--- src/rtl/pipe_ctrl_pkg.sv ---
// Shared constants and state encoding for the pipeline stall/flush controller.
// Hold vector bit order: [0]PC [1]IF/ID [2]ID/EX [3]EX/MEM [4]MEM/WB.
package pipe_ctrl_pkg;

   localparam int STALL_W   = 5;

   localparam int IDX_PC    = 0;
   localparam int IDX_IFID  = 1;
   localparam int IDX_IDEX  = 2;
   localparam int IDX_EXMEM = 3;
   localparam int IDX_MEMWB = 4;

   localparam logic [STALL_W-1:0] STALL_NONE = 5'b00000;
   localparam logic [STALL_W-1:0] STALL_ID   = 5'b00011;
   localparam logic [STALL_W-1:0] STALL_EX   = 5'b00111;
   localparam logic [STALL_W-1:0] STALL_MEM  = 5'b01111;

   typedef enum logic {
      RUN     = 1'b0,
      EX_WAIT = 1'b1
   } state_t;

endpackage

--- src/rtl/pipe_ctrl_timer.sv ---
// Timeout counter for multi-cycle EX operations.
// Cleared on entry to EX_WAIT, frozen while memory stalls; hit at EX_TIMEOUT-1.
module pipe_ctrl_timer #(
   parameter int EX_TIMEOUT = 64,
   parameter int CNT_W      = 7
) (
   input  logic clk,
   input  logic rst,
   input  logic clr,
   input  logic en,
   input  logic frz,
   output logic hit
);

   localparam logic [CNT_W-1:0] LAST = CNT_W'(EX_TIMEOUT - 1);

   logic [CNT_W-1:0] cnt;

   // Count wait cycles; clear wins, a memory stall freezes the count.
   always_ff @(posedge clk or negedge rst) begin
      if (!rst) begin
         cnt <= '0;
      end else if (clr) begin
         cnt <= '0;
      end else if (en && !frz) begin
         cnt <= cnt + CNT_W'(1);
      end
   end

   assign hit = (cnt == LAST);

endmodule

--- src/rtl/pipe_ctrl.sv ---
// Central stall/flush controller for the 5-stage pipeline.
// Optional perf counters enabled by defining PIPE_CTRL_PERF_EN.
module pipe_ctrl
   import pipe_ctrl_pkg::*;
#(
   parameter int EX_TIMEOUT = 64,
   parameter int CNT_W      = 7
) (
   input  logic        clk,
   input  logic        rst,
   input  logic        i_id_stallreq,
   input  logic        i_ex_stallreq,
   input  logic        i_ex_done,
   input  logic        i_ex_flushreq,
   input  logic        i_mem_stallreq,
   output logic [4:0]  o_stall,
   output logic        o_flush,
   output logic        o_busy,
   output logic        o_timeout,
   output logic [31:0] o_stall_cycles,
   output logic [31:0] o_flush_count
);

   state_t state;
   state_t state_nx;

   logic               flush_pend;
   logic               pend_nx;
   logic               tmo_q;
   logic               tmo_nx;
   logic               hit;
   logic               ex_wait;
   logic               t_clr;
   logic               t_en;
   logic               fl_req;
   logic               flush;
   logic [STALL_W-1:0] stall;

   pipe_ctrl_timer #(
      .EX_TIMEOUT (EX_TIMEOUT),
      .CNT_W      (CNT_W)
   ) u_timer (
      .clk (clk),
      .rst (rst),
      .clr (t_clr),
      .en  (t_en),
      .frz (i_mem_stallreq),
      .hit (hit)
   );

   // State, pending flush and timeout pulse registers.
   always_ff @(posedge clk or negedge rst) begin
      if (!rst) begin
         state      <= RUN;
         flush_pend <= 1'b0;
         tmo_q      <= 1'b0;
      end else begin
         state      <= state_nx;
         flush_pend <= pend_nx;
         tmo_q      <= tmo_nx;
      end
   end

   // Next state, EX hold and timer control.
   always_comb begin
      state_nx = state;
      ex_wait  = 1'b0;
      t_clr    = 1'b0;
      t_en     = 1'b0;
      tmo_nx   = 1'b0;
      unique case (state)
         RUN: begin
            if (i_ex_stallreq && !i_ex_done) begin
               state_nx = EX_WAIT;
               ex_wait  = 1'b1;
               t_clr    = 1'b1;
            end
         end
         EX_WAIT: begin
            if (i_ex_done) begin
               state_nx = RUN;
            end else if (hit) begin
               state_nx = RUN;
               tmo_nx   = 1'b1;
            end else begin
               ex_wait  = 1'b1;
               t_en     = 1'b1;
            end
         end
         default: state_nx = RUN;
      endcase
   end

   // Flush request, deferral across memory stalls, and hold pattern.
   always_comb begin
      fl_req  = i_ex_flushreq && (state == RUN);
      flush   = !i_mem_stallreq && (fl_req || flush_pend);
      pend_nx = i_mem_stallreq && (fl_req || flush_pend);
      stall   = STALL_NONE;
      priority case (1'b1)
         i_mem_stallreq:           stall = STALL_MEM;
         ex_wait:                  stall = STALL_EX;
         i_id_stallreq && !flush:  stall = STALL_ID;
         default:                  stall = STALL_NONE;
      endcase
   end

   assign o_stall   = rst ? stall : STALL_NONE;
   assign o_flush   = rst && flush;
   assign o_busy    = (state == EX_WAIT);
   assign o_timeout = tmo_q;

`ifdef PIPE_CTRL_PERF_EN
   logic [31:0] stall_cnt;
   logic [31:0] flush_cnt;

   // Count stalled cycles and flush pulses; both wrap naturally.
   always_ff @(posedge clk or negedge rst) begin
      if (!rst) begin
         stall_cnt <= 32'h0;
         flush_cnt <= 32'h0;
      end else begin
         if (|o_stall) stall_cnt <= stall_cnt + 32'd1;
         if (o_flush)  flush_cnt <= flush_cnt + 32'd1;
      end
   end

   assign o_stall_cycles = stall_cnt;
   assign o_flush_count  = flush_cnt;
`else
   assign o_stall_cycles = 32'h0;
   assign o_flush_count  = 32'h0;
`endif

endmodule

--- config.mk ---
export PLATFORM = sky130hd
export DESIGN_NAME = pipe_ctrl
export DESIGN_NICKNAME = d
export VERILOG_FILES = /design/src/rtl/pipe_ctrl_pkg.sv /design/src/rtl/pipe_ctrl_timer.sv /design/src/rtl/pipe_ctrl.sv
export SDC_FILE = /design/constraint.sdc
export NUM_CORES = 1
export LEC_CHECK = 0
export BUFFER_PORTS_ARGS = -buffer_cell sky130_fd_sc_hd__buf_2
export CAP_MARGIN = 20
export CORE_MARGIN = 2
export CORE_UTILIZATION = 36
export CTS_CLUSTER_SIZE = 40
export DETAILED_ROUTE_END_ITERATION = 16
export HOLD_SLACK_MARGIN = 0.06
export PLACE_DENSITY = 0.76
export SYNTH_ARGS = -nofsm -noshare
export SYNTH_HDL_FRONTEND = slang
export SYNTH_SLANG_ARGS = --single-unit
export TNS_END_PERCENT = 5
--- constraint.sdc ---
create_clock -name clk -period 1.8 [get_ports clk]
set_clock_uncertainty 0.2 [all_clocks]
set_input_delay 0.36 -clock clk [delete_from_list [all_inputs] [get_ports clk]]
set_output_delay 0.36 -clock clk [all_outputs]
set_load 0.03 [all_outputs]
-- Word-level counts from Yosys, hierarchy flattened
Cells that the tools add are included.
- bitwise operators: 1
- mux-type cells: 15
- add/subtract/negate cells: 1
- reductions and logical operators: 12
- equality and inequality tests: 1
- operators by type and width (kind ; number):
    7-bit two-way mux ; 2
    5-bit two-way mux ; 2
    1-bit two-way mux ; 8
    7-bit by 1-bit adder with 7-bit output, second input constant ; 1
    7-bit by 6-bit equality test with 1-bit output, second input constant ; 1
    1-bit logical AND ; 7
    1-bit zero test ; 3
    3-bit two-way mux ; 1
    2-bit two-way mux ; 1
    1-bit case mux with 2 select lines ; 1
    2-bit nonzero test ; 1
    1-bit logical OR ; 1
    1-bit NOT ; 1
- word-level logic and storage cells: 34
- output and inout port bits: 72
- input port bits: 7
- register bits after elaboration: 10

-- Depth between registers and ports, before layout
Gate-level depths: netlist (run 1).
- depth in word-level cells: 10
- mapped depth: 6
- depth with buffers taken out: 5

-- Cells and area by module
From an unflattened synthesis (run 1), not the netlist that was laid out.
- cell total of the unflattened synthesis: 119
- area, all modules: 1034.7 um2
- by module, submodules not included (module ; cells each ; sequential area each (um2) ; times used ; area each (um2)):
    pipe_ctrl ; 82 ; 75.1 ; 1 ; 664.4
    pipe_ctrl_timer ; 37 ; 175.2 ; 1 ; 370.4

-- Least setup slack after synthesis (run 1)
OpenSTA, ideal clock, no wires.
- path kind: flip-flop to output port
- from: reg u_timer.cnt[0]
- to: out o_stall[1]
- arrival: 1.643 ns
- data required time: 1.240 ns
- path buffers: 1
- setup slack: -0.403 ns
- stages on the path, launching flop included: 7
- cells stage by stage: dfrtp_1 -> ha_1 -> nand3_2 -> nor3_1 -> o21ai_0 -> o21a_1 -> buf_4
- cells in the longest elaborated chain, start to end: 7
- ends and longest elaborated chain (item ; line ; source):
    start: declaration ; pipe_ctrl_timer.sv:17 ; logic [CNT_W-1:0] cnt;
    start signal: assignment ; pipe_ctrl_timer.sv:26 ; cnt <= cnt + CNT_W'(1);
    7-bit by 6-bit equality test with 1-bit output ; pipe_ctrl_timer.sv:30 ; assign hit = (cnt == LAST);
    1-bit two-way mux ; pipe_ctrl.sv:82 ; end else if (hit) begin
    1-bit two-way mux ; pipe_ctrl.sv:80 ; if (i_ex_done) begin
    1-bit case mux with 2 select lines ; pipe_ctrl.sv:71 ; unique case (state)
    via ex_wait ; pipe_ctrl.sv:32 ; logic ex_wait;
    3-bit two-way mux ; pipe_ctrl.sv:100 ; priority case (1'b1)
    5-bit two-way mux ; pipe_ctrl.sv:100 ;
    5-bit two-way mux ; pipe_ctrl.sv:108 ; assign o_stall = rst ? stall : STALL_NONE;
    end: declaration ; pipe_ctrl.sv:16 ; output logic [4:0] o_stall,
The timed path passes the listed nets, and every way through them passes these cells.

-- Worst setup path in the final report (run 1)
- from: reg u_timer.cnt[1]
- to: out o_stall[1]
Same word-level chain as after synthesis.

==> run summary, run 1 <==
Simple-Gate Fraction of Synth Area: 14.7%
Startpoint Class: register
Layout Nets: 159
Cts bufs inserted: 3
Worst Setup Slack, final: -0.261 ns
Final Hold Fails: 0
Worst-path clk slew: 0.06 ns
Layout area overhead: 3.01%
Top Ports: 79
Synthesis-stage register bit count: 10
CTS Buffer Depth: 2
Post-Syn Area: 0.00104 sq mm
GRT overflow: 0
Initial DRC count: 12
Crit share post-route: 114%
Post-Synth Adder-Cell Area: 1.20%
Hpwl dp: 1210 um
GP Congestion: 0.818
Starting Density: 37.7%
Wire per inst: 7.61 um
YS warnings: 0
Synth Instances: 121
CP arrival: 1.50 ns
DRC: 0
Final Power: 0.000737 W
First-pass GRT wire length: 1950 um
PD cells: 689 mW/mm^2
Post-synth ARST share: 100%
Max-cap violations: 0
Finished Core Util: 38.8%
Standard-cell rows: 19
Synth top cells by count: 66 x buf_4, 10 x dfrtp_1, 7 x nand2_1, 5 x nand3_1
Fmax achieved: 0.485 GHz
Worst Setup End Kind: output port
Mux cell area share after synthesis: 0.964%
H-tree Lvls: 1
N_diodes: 0
Area contributors post-synth: buf_4 48%, dfrtp_1 24%, nand2_1 2.5%, nand3_1 2.4%, o21a_1 2.2%
Drt total wl: 1370 um
Synth area leader: buf_4
Fin Setup TNS: -0.772 ns
# setup viols final: 4
Min Tclk post-route: 2.06 ns
Slew Limit Fails: 0
Cells after DPL: 176
Failing checks: setup timing
Total global-route track usage: 7.44%
Compound-gate portion of the synthesized area: 10.2%
Clock latency on the worst-skew pair: 0.25 ns
CTS tree: yes
Main synth FF type: dfrtp_1
Post-Syn Area per Cell: 8.58 sq um
Critical path class: reg -> out
CP Max Fanout: 3
Vias in the first global route: 439
Die Y: 57.7 um
Top cell type's share of synthesized area: 47.7%
LEAKAGE: 0.577 nW
Post-DRT Antenna Nets: 0
Die W: 57.7 um
Die area: 0.00333 sq mm
Largest family of logic cells by synthesized area: buffers and inverters
Core Area: 0.00276 sq mm
Pin count of the biggest net entering global routing: 9
IO buf count: 13
Status: finished, violations left
Pre-antenna DRT Iters: 4
Crit path required time: 1.24 ns
Synth Area in XOR/XNOR: 0%
Most common cell in the netlist: buf_4
RSZ-0062 raised after global routing: yes
Peak VDD IR: 0.000538 V
Initial antenna violation count: 0
Root Buffer: clkbuf_4
Setup WS pre-CTS: -0.0619 ns
Layout cells sized above 1: 26.8%
EDFF count, synth: 0
Vias per inst: 3.67
Sequential share of the synthesized area: 24.1%
Non-filler cells, final: 180
Total number of vias: 660
Sink Count: 10
Synth cell types: 27
Hold Crit Class: in -> reg
==> cell families (layout without fill, tap and decap cells) <==
kind of cell    count (synthesis)  after routing
compound gates                 14             14
fa+ha+maj                       1              1
buf+inv                        68             32
flops                          10             10
mux                             1              1
other cells                     1             65
simple gates                   26             26
==> layer usage <==
metal | GRT usage (%) | routed length [um]
met1 | 10.7 | 574
met2 | 11.0 | 671
met3 | 2.01 | 123
met4 | 1.99 | 0
met5 | 0 | 0
==> state kept, by name, indices dropped and copies added (netlist names) <==
signal       flops
u_timer.cnt      7
flush_pend       1
o_busy           1
o_timeout        1
==> worst max-delay path, cell delays in order (launching register included) <==
cell and delay, ns:
dfrtp_1 0.38, ha_4 0.16, nand3_4 0.07, nor3_2 0.17, o21ai_2 0.09, o21a_2 0.20, buf_4 0.16
==> repair_timing <==
| action | 4_1_cts | 5_1_grt |
|---|---|---|
| pin swaps | 1 | 0 |
| endpoints found under the hold margin | 10 | 0 |
| endpoints found under the setup margin | 4 | 7 |
| buffers inserted | 0 | 0 |
| hold buffers | 1 | 0 |
| gates resized for setup | 8 | 0 |
==> per-stage QoR <==
step	instance area [sq um]	hold slack, ns
after global routing	1070	0.192
after floorplan	1310	-0.136
after CTS	1070	0.159
after detailed placement	1010	0.0163
after global placement	1010	0.0167
final	1070	0.182
==> cell usage in the layout (no fill, tap or decap), types with 2 or more instances in the layout <==
cell,n
buf_2,9
nand2_1,7
nor2_1,3
a21oi_1,2
nand3_1,5
o21ai_0,2
clkbuf_4,3
dfrtp_1,10
inv_1,2
conb_1,65
buf_4,16
o21a_1,2
==> layout make-up <==
cell class / instances / area [sq um]
timing repair buffer: 27 / 186
sequential: 10 / 250
inverter: 2 / 7.51
clock buffer: 3 / 22.5
tap: 31 / 38.8
fill: 283 / 1690
multi-input combinational: 107 / 564
==> power breakdown <==
part	internal, W	total [W]	switching (W)
clock network	0.0000767	0.000143	0.0000662
logic	0.0000773	0.000337	0.000259
registers	0.000242	0.000258	0.0000162
total	0.000396	0.000737	0.000342
==> final timing paths <==
check | slack (ns) | endpoint | from | depth (start not counted)
max | -0.26 | o_stall[1] | u_timer.cnt[1] | 6
min | 0.18 | o_busy | i_ex_stallreq | 3
max reg2reg | 0.08 | u_timer.cnt[4] | u_timer.cnt[1] | 6
min reg2reg | 0.28 | u_timer.cnt[5] | u_timer.cnt[5] | 1
max in group asynchronous | 0.66 | flush_pend | rst | 3
min in group asynchronous | 0.37 | o_busy | rst | 2
Power figures use the tool's default switching activity.
==> run 2, diff against run 1 <==
CORE_ASPECT_RATIO = 1.5   (was not set)
==> run 2 against run 1 <==
The flow still finishes with violations (setup timing). Hold slack better by 0.022 ns. Flip-flop and latch count stayed put. Utilization is 3.9 points higher. Fmax is 0.91% higher. Critical path depth stayed put. Via count is 11% higher. Global-route usage is 3.8 points higher. Sequential power hardly changed. Die area is 0.27% higher. Sequential share of layout area is 1.7 points lower. Clock power is 100% higher. Clock-buffer cell count is 1 higher.
==> run summary, run 2 (synthesized netlist as in run 1, its figures left out) <==
Worst Setup Slack, final: -0.242 ns (was -0.261 ns)
Initial antenna violation count: 0 (unchanged)
Commonest non-fill, non-tap cell in the layout: conb_1 (unchanged)
N_diodes: 0 (unchanged)
Crit-path cells: ha_4 -> nand3_4 -> nor3_4 -> o21ai_2 -> o21a_2 -> buf_6 (was ha_4 -> nand3_4 -> nor3_2 -> o21ai_2 -> o21a_2 -> buf_4)
Top Ports: 79 (unchanged)
Die area: 0.00334 sq mm (was 0.00333 sq mm)
Sink Count: 10 (unchanged)
WP buf/inv: 1 (unchanged)
NetSw: 0.000384 W (was 0.000342 W)
Crit path required time: 1.24 ns (about the same)
Worst-path clk slew: 0.05 ns (was 0.06 ns)
Starting Density: 38.4% (was 37.7%)
Standard-cell rows: 23 (was 19)
GP Congestion: 0.741 (was 0.818)
DRC: 0 (unchanged)
CTS Buffer Depth: 2 (unchanged)
Final Power: 0.000908 W (was 0.000737 W)
Layout Nets: 162 (was 159)
CTS tree: yes (unchanged)
Pre-antenna DRT Iters: 4 (unchanged)
Layout cells sized above 1: 28.1% (was 26.8%)
RSZ-0062 raised after global routing: yes (unchanged)
First-pass GRT wire length: 2550 um (was 1950 um)
R2r setup slk: 0.07 ns (was 0.08 ns)
Total number of vias: 732 (was 660)
Int Power: 0.000524 W (was 0.000396 W)
Cell family contributing the most delay on the critical path: flip-flops (unchanged)
CP arrival: 1.48 ns (was 1.50 ns)
Vias per inst: 3.85 (was 3.67)
Clock latency on the worst-skew pair: 0.25 ns (about the same)
Min Tclk post-route: 2.04 ns (was 2.06 ns)
GRT overflow: 0 (unchanged)
Hpwl dp: 1340 um (was 1210 um)
Sw Share: 42.3% (was 46.3%)
Pin count of the biggest net entering global routing: 9 (unchanged)
Layout area overhead: 11.2% (was 3.01%)
H-tree Lvls: 1 (unchanged)
Total global-route track usage: 11.3% (was 7.44%)
Wire per inst: 9.37 um (was 7.61 um)
Initial DRC count: 19 (was 12)
Vias in the first global route: 562 (was 439)
Peak VDD IR: 0.000438 V (was 0.000538 V)
Slew Limit Fails: 0 (unchanged)
Die W: 47.9 um (was 57.7 um)
Reg power frac: 28.6% (was 35.0%)
Worst Setup End Kind: output port (unchanged)
Non-filler cells, final: 190 (was 180)
Die Y: 69.8 um (was 57.7 um)
Final Hold Fails: 0 (unchanged)
Slowest stage cell, crit path: dfrtp_1 (unchanged)
Cts bufs inserted: 3 (unchanged)
Combinational Power Share: 39.1% (was 45.7%)
Max incr delay on CP: 0.40 ns (was 0.38 ns)
IO buf count: 13 (unchanged)
Commonest non-fill, non-tap cells in the layout: 65 x conb_1, 16 x buf_4, 10 x dfrtp_1 (unchanged)
Top reg by flops: u_timer.cnt (unchanged)
FF+latch area: 250 sq um (unchanged)
Core Area: 0.00271 sq mm (was 0.00276 sq mm)
# fillers: 286 (was 283)
Failing checks: setup timing (unchanged)
Crit share post-route: 113% (was 114%)
Status: finished, violations left (unchanged)
Root Buffer: clkbuf_8 (was clkbuf_4)
Cells after DPL: 182 (was 176)
Clock share of power: 32.3% (was 19.4%)
Post-DRT Antenna Nets: 0 (unchanged)
PD cells: 786 mW/mm^2 (was 689 mW/mm^2)
Drt total wl: 1780 um (was 1370 um)
Startpoint Class: register (unchanged)
LEAKAGE: 0.613 nW (was 0.577 nW)
Largest register FFs: 7 (unchanged)
Fmax achieved: 0.490 GHz (was 0.485 GHz)
# setup viols final: 4 (unchanged)
Max-cap violations: 0 (unchanged)
Critical path class: reg -> out (unchanged)
Multi-input combinational cell area: 567 sq um (was 564 sq um)
CP Max Fanout: 3 (unchanged)
Hold Crit Class: in -> reg (unchanged)
==> run 2: changes by cell type in the layout (fill, tap and decap cells not counted) <==
cell | before | now
a21oi_1 | 2 | 3
buf_6 | 1 | 3
a21oi_2 | 1 | 0
buf_12 | 0 | 1
clkbuf_4 | 3 | 0
nor3_2 | 1 | 0
nor3_4 | 0 | 1
clkbuf_8 | 0 | 4
==> run 2: final timing paths <==
check                               start        endpoint  depth (start not counted)
setup reg to reg           u_timer.cnt[1]  u_timer.cnt[4]                          6
hold reg to reg            u_timer.cnt[5]  u_timer.cnt[5]                          1
hold / removal              i_ex_stallreq          o_busy                          3
min in group asynchronous             rst          o_busy                          2
setup / recovery           u_timer.cnt[1]      o_stall[1]                          6
max in group asynchronous             rst  u_timer.cnt[4]                          3
==> run 2: timing repair <==
item,in CTS,in global routing
setup buffers,2,1
hold buffers,1,0
pin swaps,3,2
endpoints found under the hold margin,10,0
resized for setup,10,0
endpoints found under the setup margin,4,8
==> run 2: final cells by class <==
class	count	share of cell area [%]
Multi-Input combinational cell	107	49.1
Sequential cell	10	21.7
Timing Repair Buffer	30	19.8
Clock buffer	4	4.77
Tap cell	37	4.01
Inverter	2	0.650
==> run 2: per-stage QoR <==
stage / hold WS (ns) / utilization, % / setup slack (ns) / TNS, ns / instance area, sq um
after global placement: -0.00634 / 38.1 / -0.0483 / -0.106 / 1030
after global routing: 0.225 / 42.7 / -0.310 / -1.12 / 1150
after CTS: 0.185 / 42.4 / -0.246 / -0.742 / 1150
after floorplan: -0.136 / - / -0.154 / -0.197 / 1310
after detailed placement: -0.00469 / 38.1 / -0.110 / -0.287 / 1030
final: 0.204 / 42.7 / -0.242 / -0.734 / 1150
==> run 2: power groups by stage <==
| stage | Combinational, W | Sequential (W) | Clock [W] |
|---|---|---|---|
| 6_report | 0.000355 | 0.000260 | 0.000293 |
| 5_1_grt | 0.000378 | 0.000262 | 0.000312 |
| 4_1_cts | 0.000352 | 0.000260 | 0.000296 |
| 3_5_place_dp | 0.000331 | 0.000264 | 0 |
| 3_3_place_gp | 0.000325 | 0.000262 | 0 |
| 2_1_floorplan | 0.000360 | 0.000271 | 0 |
==> run 2: layer usage <==
layer  wire length (um)  global-route usage, %  share of wire, %  vias up
met5                  0                      0                 0        -
met4                108                   10.8               6.1        0
met3                201                   2.86                11        7
met2                959                   17.5                54       65
met1                512                   10.9                29      330
li1                   -                      -                 -      330
==> run 2: worst register-to-register path, stage by stage (launching register included) <==
cell	delay [ns]
dfrtp_1	0.40
ha_4	0.17
nand3_4	0.09
buf_4	0.17
o31ai_4	0.32
nand2_1	0.14
a31oi_1	0.17
==> run 3, diff against run 2 <==
ABC_AREA = 1   (was not set)
REMOVE_ABC_BUFFERS = 1   (was not set)
SKIP_LAST_GASP = 1   (was not set)
==> run 3 against run 2 <==
The flow still finishes with violations (setup timing). Flip-flop and latch count did not move. Sequential share of layout area rose by 1.2 points. Cell count rose by 6.8%. Sequential power fell by 5%. Critical path depth rose by 3. Power fell by 12%. Critical endpoint is now o_stall[0]. Largest cell class unchanged.
==> run summary, run 3 <==
CTS tree: yes (unchanged)
Commonest non-fill, non-tap cell in the layout: conb_1 (unchanged)
Synth cell types: 21 (was 27)
CTS Buffer Depth: 2 (unchanged)
Fin Setup TNS: -1.30 ns (was -0.734 ns)
Mux cell area share after synthesis: 0% (was 0.964%)
Main synth FF type: dfrtp_1 (unchanged)
Failing checks: setup timing (unchanged)
Final Hold Fails: 0 (unchanged)
Max-cap violations: 0 (unchanged)
CP Max Fanout: 2 (was 3)
Synth area leader: buf_4 (unchanged)
Final hold slack: 0.127 ns (was 0.204 ns)
Post-DRT Antenna Nets: 0 (unchanged)
Initial DRC count: 16 (was 19)
Top reg by flops: u_timer.cnt (unchanged)
Critical Path Most Common Cell: nand2_2
Commonest non-fill, non-tap cells in the layout: 65 x conb_1, 16 x buf_4, 13 x nand2_1 (was 65 x conb_1, 16 x buf_4, 10 x dfrtp_1)
GP Congestion: 0.827 (was 0.741)
Worst-path clk slew: 0.04 ns (was 0.05 ns)
Slew Limit Fails: 0 (unchanged)
First-pass GRT wire length: 2370 um (was 2550 um)
CP arrival: 1.48 ns (about the same)
N_diodes: 0 (unchanged)
Critical path class: reg -> out (unchanged)
Post-Synth Adder-Cell Area: 1.19% (was 1.20%)
Vias in the first global route: 583 (was 562)
EDFF count, synth: 0 (unchanged)
Die W: 48.0 um (was 47.9 um)
Post-synth ARST share: 100% (unchanged)
Slowest stage cell, crit path: dfrtp_1 (unchanged)
Layout cells sized above 1: 25.6% (was 28.1%)
Cts bufs inserted: 3 (unchanged)
Hold wc startpoint: i_ex_done (was i_ex_stallreq)
Crit path required time: 1.24 ns (about the same)
Largest register FFs: 7 (unchanged)
Initial antenna violation count: 0 (unchanged)
Startpoint Class: register (unchanged)
Root Buffer: clkbuf_8 (unchanged)
Worst Setup SP: u_timer.cnt[0] (was u_timer.cnt[1])
# setup viols final: 10 (was 4)
Status: finished, violations left (unchanged)
Final Power: 0.000801 W (was 0.000908 W)
Largest family of logic cells by synthesized area: buffers and inverters (unchanged)
Reg2Reg Launch Point: u_timer.cnt[0] (was u_timer.cnt[1])
Synthesis-stage register bit count: 10 (unchanged)
Starting Density: 36.7% (was 38.4%)
Sink Count: 10 (unchanged)
Sequential share of the synthesized area: 23.9% (was 24.1%)
Vias per inst: 3.81 (was 3.85)
Crit share post-route: 113% (about the same)
Total number of vias: 773 (was 732)
H-tree Lvls: 1 (unchanged)
Area contributors post-synth: buf_4 47%, dfrtp_1 24%, nand3_1 6.2%, nand2_1 5.7%, inv_1 1.8% (was buf_4 48%, dfrtp_1 24%, nand2_1 2.5%, nand3_1 2.4%, o21a_1 2.2%)
Post-Syn Area: 0.00105 sq mm (was 0.00104 sq mm)
Pre-antenna DRT Iters: 4 (unchanged)
Layout area overhead: 4.66% (was 11.2%)
Standard-cell rows: 24 (was 23)
Die area: 0.00337 sq mm (was 0.00334 sq mm)
Compound-gate portion of the synthesized area: 2.39% (was 10.2%)
Min Tclk post-route: 2.04 ns (about the same)
Layout Nets: 174 (was 162)
Hpwl dp: 1150 um (was 1340 um)
Worst Setup Slack, final: -0.239 ns (was -0.242 ns)
DRC: 0 (unchanged)
Post-Syn Area per Cell: 7.76 sq um (was 8.58 sq um)
Fmax achieved: 0.491 GHz (was 0.490 GHz)
Clock latency on the worst-skew pair: 0.24 ns (was 0.25 ns)
Max incr delay on CP: 0.36 ns (was 0.40 ns)
YS warnings: 0 (unchanged)
RSZ-0062 raised after global routing: yes (unchanged)
Pin count of the biggest net entering global routing: 13 (was 9)
Synth top cells by count: 66 x buf_4, 16 x nand2_1, 13 x nand3_1, 10 x dfrtp_1 (was 66 x buf_4, 10 x dfrtp_1, 7 x nand2_1, 5 x nand3_1)
Drt total wl: 1750 um (was 1780 um)
Peak VDD IR: 0.000232 V (was 0.000438 V)
Setup WS pre-CTS: -0.0113 ns (was -0.110 ns)
Most common cell in the netlist: buf_4 (unchanged)
Simple-Gate Fraction of Synth Area: 18.8% (was 14.7%)
IO buf count: 13 (unchanged)
Die Y: 70.1 um (was 69.8 um)
LEAKAGE: 0.635 nW (was 0.613 nW)
Worst r2r path cells: 12 (was 6)
Wire per inst: 8.62 um (was 9.37 um)
Worst Setup End Kind: output port (unchanged)
Total global-route track usage: 10.2% (was 11.3%)
PD cells: 731 mW/mm^2 (was 786 mW/mm^2)
Synth Instances: 135 (was 121)
Hold Crit Class: in -> reg (unchanged)
# fillers: 302 (was 286)
Top Ports: 79 (unchanged)
Worst hold stages: 2 (was 3)
Top cell type's share of synthesized area: 47.3% (was 47.7%)
GRT overflow: 0 (unchanged)
Crit-path cells: ha_2 -> nand2_2 -> nor2_4 -> nand2_2 -> nand2_2 -> nand3_2 -> nand2_2 -> nand2_2 -> buf_6 (was ha_4 -> nand3_4 -> nor3_4 -> o21ai_2 -> o21a_2 -> buf_6)
Core Area: 0.00285 sq mm (was 0.00271 sq mm)
Synth Area in XOR/XNOR: 2.51% (was 0%)
[run 3: power by group]
part | total (W) | internal (W) | switching (W)
Sequential | 0.000247 | 0.000239 | 0.00000835
Combinational | 0.000320 | 0.0000588 | 0.000261
Clock | 0.000233 | 0.000146 | 0.0000870
Total | 0.000801 | 0.000444 | 0.000357
[run 3: cells by family after synthesis]
kind of cell | Yosys count
AO/OA/AOI/OAI | 5
XOR/XNOR | 3
adder cells (fa/ha/maj) | 1
buffers and inverters | 74
flip-flops | 10
other | 1
AND/OR/NAND/NOR | 41
[run 3: worst max-delay path: cells and delay by family (launching register included)]
kind	cells	cell delay [ns]
AND/OR/NAND/NOR	7	0.55
flip-flops	1	0.36
adder cells (fa/ha/maj)	1	0.20
buffers and inverters	1	0.14
[run 3: worst paths after layout]
check                                  to  slack [ns]
max in group asynchronous  u_timer.cnt[3]        0.61
min reg2reg                    flush_pend        0.30
max reg2reg                u_timer.cnt[5]       -0.14
min                             o_timeout        0.13
min in group asynchronous  u_timer.cnt[5]        0.41
max                            o_stall[0]       -0.24
[run 3: layer usage]
metal	part of all wire [%]	wire length (um)	track usage [%]	vias up
met2	55	960	18.2	64
met4	3.1	55	8.11	0
met5	0	0	0	-
met1	31	535	7.99	352
li1	-	-	-	349
met3	11	197	2.84	8
[run 3: through the flow]
step | instance area [sq um] | utilization, % | std cells
after CTS | 1080 | 37.9 | 202
final | 1100 | 38.4 | 203
after detailed placement | 962 | 33.7 | 193
after floorplan | 781 | - | 132
after global routing | 1100 | 38.4 | 203
after global placement | 962 | 33.7 | 193
[run 3: layout make-up]
cell class | count | area, sq um | area share (%)
Clock buffer | 3 | 41.3 | 3.77
Timing Repair Buffer | 29 | 203 | 18.5
Tap cell | 39 | 48.8 | 4.45
Sequential cell | 10 | 250 | 22.8
Inverter | 7 | 26.3 | 2.40
Multi-Input combinational cell | 115 | 527 | 48.1
[run 3: timing repair]
item,CTS,global route
endpoints found under the hold margin,10,0
setup endpoints to repair,3,11
hold buffers,1,0
resized for setup,10,1
buffers inserted,5,1
pin swaps,3,3
